--- config.mk ---
export PLATFORM = sky130hd
export DESIGN_NAME = ctrl_pipe_carrier
export DESIGN_NICKNAME = d
export VERILOG_FILES = /design/src/rtl/ctrl_pipe_carrier.sv
export SDC_FILE = /design/constraint.sdc
export NUM_CORES = 1
export LEC_CHECK = 0
export ABC_CLOCK_PERIOD_IN_PS = 6400
export CELL_PAD_IN_SITES_DETAIL_PLACEMENT = 1
export CELL_PAD_IN_SITES_GLOBAL_PLACEMENT = 2
export CORE_AREA = 2 2 84 86
export CTS_BUF_LIST = sky130_fd_sc_hd__clkbuf_8 sky130_fd_sc_hd__clkbuf_16
export DETAILED_ROUTE_END_ITERATION = 8
export DIE_AREA = 0 0 86 88
export PLACE_DENSITY = 0.88
export SYNTH_ARGS = -nofsm -noshare
export SYNTH_HDL_FRONTEND = slang
export SYNTH_SLANG_ARGS = --single-unit
--- constraint.sdc ---
create_clock -name clk -period 6.4 [get_ports clk]
set_input_delay 1.6 -clock clk [delete_from_list [all_inputs] [get_ports clk]]
set_output_delay 1.6 -clock clk [all_outputs]
set_load 0.02 [all_outputs]
--- src/rtl/ctrl_pipe_carrier.sv ---
// rtl/ctrl_pipe_carrier.sv - ID/EX, EX/MEM, MEM/WB control carrier with bubble/squash and debug counters
// Outputs come straight from stage registers; the decoder bundle is sanitised on capture.
module ctrl_pipe_carrier #(
  parameter int CNT_W = 16
) (
  input  logic             clk,
  input  logic             rst,
  input  logic [3:0]       ex_in,
  input  logic [2:0]       m_in,
  input  logic [1:0]       wb_in,
  input  logic             valid_in,
  input  logic             stall,
  input  logic             flush,
  output logic             ex_valid,
  output logic             reg_dst,
  output logic [1:0]       alu_op,
  output logic             alu_src,
  output logic             mem_valid,
  output logic             branch,
  output logic             mem_read,
  output logic             mem_write,
  output logic             wb_valid,
  output logic             reg_write,
  output logic             mem_to_reg,
  output logic [CNT_W-1:0] retire_count,
  output logic [CNT_W-1:0] bubble_count
);

  logic [3:0]       cap_ex;
  logic [2:0]       cap_m;
  logic [1:0]       cap_wb;
  logic [2:0]       idex_m;
  logic [1:0]       idex_wb;
  logic [1:0]       exmem_wb;
  logic [CNT_W-1:0] bubble_inc;
  logic [CNT_W-1:0] retire_inc;

  // Non-writing instructions leave RegDst/MemtoReg undefined at the decoder; pin them low.
  always_comb begin
    cap_ex = '0;
    cap_m  = '0;
    cap_wb = '0;
    if (valid_in) begin
      cap_ex = {ex_in[3] & wb_in[1], ex_in[2:0]};
      cap_m  = m_in;
      cap_wb = {wb_in[1], wb_in[0] & wb_in[1]};
    end
  end

  always_comb begin
    bubble_inc = '0;
    if (flush)
      bubble_inc = CNT_W'(2);
    else if (stall)
      bubble_inc = CNT_W'(1);
    retire_inc = {{(CNT_W-1){1'b0}}, wb_valid};
  end

  always_ff @(posedge clk) begin
    if (rst) begin
      ex_valid     <= 1'b0;
      reg_dst      <= 1'b0;
      alu_op       <= 2'b00;
      alu_src      <= 1'b0;
      idex_m       <= 3'b000;
      idex_wb      <= 2'b00;
      mem_valid    <= 1'b0;
      branch       <= 1'b0;
      mem_read     <= 1'b0;
      mem_write    <= 1'b0;
      exmem_wb     <= 2'b00;
      wb_valid     <= 1'b0;
      reg_write    <= 1'b0;
      mem_to_reg   <= 1'b0;
      retire_count <= '0;
      bubble_count <= '0;
    end else begin
      // MEM/WB always advances so a taken branch in MEM still completes.
      wb_valid   <= mem_valid;
      reg_write  <= exmem_wb[1];
      mem_to_reg <= exmem_wb[0];

      if (flush) begin
        mem_valid <= 1'b0;
        branch    <= 1'b0;
        mem_read  <= 1'b0;
        mem_write <= 1'b0;
        exmem_wb  <= 2'b00;
      end else begin
        mem_valid <= ex_valid;
        branch    <= idex_m[2];
        mem_read  <= idex_m[1];
        mem_write <= idex_m[0];
        exmem_wb  <= idex_wb;
      end

      if (flush || stall) begin
        ex_valid <= 1'b0;
        reg_dst  <= 1'b0;
        alu_op   <= 2'b00;
        alu_src  <= 1'b0;
        idex_m   <= 3'b000;
        idex_wb  <= 2'b00;
      end else begin
        ex_valid <= valid_in;
        reg_dst  <= cap_ex[3];
        alu_op   <= cap_ex[2:1];
        alu_src  <= cap_ex[0];
        idex_m   <= cap_m;
        idex_wb  <= cap_wb;
      end

      retire_count <= retire_count + retire_inc;
      bubble_count <= bubble_count + bubble_inc;
    end
  end

endmodule

; ---- After elaboration in Yosys (flattened, before gate mapping)
; Cells that the tools add are included.
[classes]
n_addsub = 2
mux = 2
bitwise_logic = 3
n_reduce_logical = 4
[op_table]
columns = operator, n
row1 = 16-bit by 1-bit adder with 16-bit output, 1
row2 = 16-bit adder, 1
row3 = 2-bit OR reduction, 2
row4 = 3-bit OR reduction, 1
row5 = 1-bit bitwise AND, 2
row6 = 2-bit two-way mux, 1
row7 = 1-bit logical OR, 1
row8 = 1-bit two-way mux, 1
row9 = 1-bit NOT, 1
[totals]
register_bits = 51
in_bits = 14
out_inout_bits = 44

; ---- Depth between registers and ports, before layout
[depth]
depth_word = 3
mapped_depth = 8

; ---- Worst setup path after synthesis
; OpenSTA, ideal clock, no wires.
[synth_path]
path_kind = in2reg
start = input stall
end = register bubble_count[14]
setup_ns = 0.121
arrival_ns = 3.070
slack_ns = 3.209
stages = 8
cell_sequence = nor2b_1 > ha_1 > inv_1 > fa_1 > clkbuf_1 > nor3_2 > nand4_1 > mux2_2
[synth_between]
elab_chain_cells = 3
[synth_lines]
columns = element, line
row1 = "start, declared", 12  ; input logic stall,
row2 = 1-bit two-way mux, 54  ; else if (stall)
row3 = 2-bit two-way mux, 52  ; if (flush)
row4 = 16-bit adder, 114  ; bubble_count <= bubble_count + bubble_inc;
row5 = "end signal, assigned", 114
row6 = "end, declared", 26  ; output logic [CNT_W-1:0] bubble_count
; No other way between the ends.
; A chain may end at the register's enable or synchronous reset.

; ---- Worst setup path in the final report
[layout_path]
start = input flush
end = register bubble_count[14]
[layout_between]
elab_chain_cells = 2
[layout_lines]
columns = element, line
row1 = "start, declared", 13  ; input logic flush,
row2 = 2-bit two-way mux, 52
row3 = 16-bit adder, 114
; No other way between the ends.

==> impl_metrics.tcl <==
set metrics [dict create \
    status "complete, no violations" \
    synth_cells 198 \
    rsz0062_at_grt "no" \
    setup_violations 0 \
    r2r-start "bubble_count[0]$_SDFF_PP0_" \
    hold_class "flop to flop" \
    finish.instance_area_um2 2720 \
    worstPathArrival_ns 3.71 \
    layout_min_cycle_time_ns 3.51 \
    syn-num-nets 217 \
    worstPathCellList "clkdlybuf4s50_1 -> nor2b_1 -> ha_1 -> inv_1 -> fa_1 -> nor3_2 -> nand4_1 -> mux2_2" \
    hpwl_um 3090 \
    cp_slowest_stage_delay_ns 0.51 \
    fillers 749 \
    yosysWarnings 0 \
    ys_types 33 \
    die_w_um 86 \
    ys_ff_latch 51 \
    final_cells 339 \
    drive_above_1_share_pct 7.34 \
    routedWlPerCell_um 12.6 \
    insertion_delay_ns 0.30 \
    cts_max_path_buffers 2 \
    hold_viol 0 \
    hold_start "idex_wb[0]$_SDFF_PP0_" \
    dr_total_vias 1571 \
    drtAntennaViolNets 0 \
    reg2reg_to "bubble_count[14]$_SDFF_PP0_" \
    first_pass_iters 2 \
    ios 58 \
    antenna_found_initial 0 \
    start_kind "input pin" \
    finClkSkew_ns 0.00926 \
    reg2reg_depth 6 \
    rows 30 \
    cts_tree "built" \
    port_buffers 57 \
    die_h_um 88 \
    regToRegSetupSlack_ns 4.49 \
    placed_area_um2 2630 \
    fin_crit_sh_pct 54.8 \
    grt_pass1_vias 1626 \
    ctsHtreeMaxLevel 2 \
    final_common_cell "clkdlybuf4s50_1" \
    cts.clk_slew.worst_paths_ns 0.10 \
    nets 277 \
    reg_top3 "bubble_count: 16 flops, retire_count: 16 flops, idex_m: 3 flops" \
    required_ns 6.60 \
    worstSetupPathType "input pin to flop" \
    clock.fmax_mhz 285 \
    dieArea_um2 7570 \
    drtIter0Drc 9 \
    cts_buffers 5 \
    leakage_nw 0.986 \
    grt_max_degree 42 \
    powerDensity_nw_per_um2 204 \
    critPathSlowestCell "fa_1" \
    syn_area_per_cell_um2 9.93 \
    place_inst 331 \
    crit_path_max_fanout 8 \
    antenna_cells 0 \
    seq_area_frac_synth_pct 51.9 \
    gp_congestion 0.697 \
    drc_errors 0 \
    post_cts_buffers 0 \
    core-area_um2 6640 \
    grt_overflow 0 \
    drv_slew 0 \
    area_growth_pct 38.4 \
    hold_buffers 0 \
    viasPerCell 4.63 \
    min_path_cells 1 \
    fin_tns_setup_ns 0 \
    cts_resized 0 \
    max_slew.worst_pin.slew_ns 0.696 \
    track_usage_pct 12.1 \
    grt_pass1_wl_um 7390 \
    vdd_ir_drop_max_v 0.000105 \
    final_cell_mix "57 x clkdlybuf4s50_1, 51 x dfxtp_1, 30 x nor2_1, 15 x xnor2_1, 13 x and2_1" \
    whs_ns 0.438 \
    register_area_um2 1020 \
    maxCapViolCount 0 \
    synth_area_um2 1970 \
    holdPathEnd "exmem_wb[0]$_SDFF_PP0_" \
    end_kind "flop" \
    clkSinkCount 51 \
    multi_input_area_um2 907 \
    routed_wl_um 4280 \
    slew-limit-headroom_pct 53.5 \
    clockRootBuffer "clkbuf_8" \
    initial_utilization_pct 29.6 \
]
power by group:
part	switching [mW]	internal (mW)	total, mW	leakage [nW]
Sequential	0.00356	0.321	0.324	0.412
Clock	0.113	0.0805	0.194	0.0463
Combinational	0.0181	0.0178	0.0359	0.528
cells in the mapped netlist, drive strengths merged:
library cell	count	area [um^2]
a21oi	4	20.0
a31o	1	8.76
nor2b	11	68.8
inv	5	18.8
fa	1	20.0
xnor2	15	131
clkbuf	4	15.0
and4	1	8.76
nand3	9	45.0
buf	1	3.75
xor2	6	52.6
or3	2	13.8
and3	5	31.3
ha	4	50.1
mux2	4	48.8
nand2	8	30.0
a21o	1	7.51
nor4	5	31.3
nand4	6	58.8
nor4b	3	38.8
dfxtp	51	1020
o21ai	2	10.0
nor3b	1	7.51
nor2	30	113
and2	13	81.3
nor3	5	30.0
routing by layer:
layer  GRT usage, %  part of all wire (%)
met2           21.4                    49
met3           4.05                   5.6
met1           14.3                    45
met5              0                     0
met4           2.60                  0.35
area by class of cell:
type,instances,area share [%]
well taps,80,3.68
multi-input cells,137,33.3
inverters,5,0.690
clock buffers,5,2.53
clock inverters,3,1.01
repair buffers,58,21.2
flip-flops and latches,51,37.5
critical path, delay by kind of cell:
family	cells	cell delay, ns
adder cells (fa/ha/maj)	2	0.71
buffers and inverters	2	0.56
multiplexers	1	0.28
AND/OR/NAND/NOR	3	0.56
per-stage QoR:
step           power (mW)  setup slack, ns  util, %
6_report            0.554             2.89     41.0
3_3_place_gp        0.368             2.64     39.5
3_5_place_dp        0.368             2.54     39.5
5_1_grt             0.583             2.70     41.0
2_1_floorplan       0.348             3.21        -
4_1_cts             0.565             2.87     41.0
logic make-up (layout without fill, tap and decap cells):
logic type	count (synthesis)	count (layout)	synth area share, %
flip-flops	51	51	51.9
adder cells (fa/ha/maj)	5	5	3.56
AO/OA/AOI/OAI	8	8	2.36
AND/OR/NAND/NOR	99	99	28.4
XOR/XNOR	21	21	9.36
multiplexers	4	4	2.48
buffers and inverters	10	71	1.91
how the worst max path moves through the flow:
stage	start	end	depth (start not counted)
CTS	flush	bubble_count[14]$_SDFF_PP0_	8
global route	flush	bubble_count[14]$_SDFF_PP0_	8
floorplan	stall	bubble_count[14]$_SDFF_PP0_	8
finish	flush	bubble_count[14]$_SDFF_PP0_	8
global placement	flush	bubble_count[14]$_SDFF_PP0_	8
detailed placement	flush	bubble_count[14]$_SDFF_PP0_	8
Note: power is estimated with default switching activity, not from simulation.
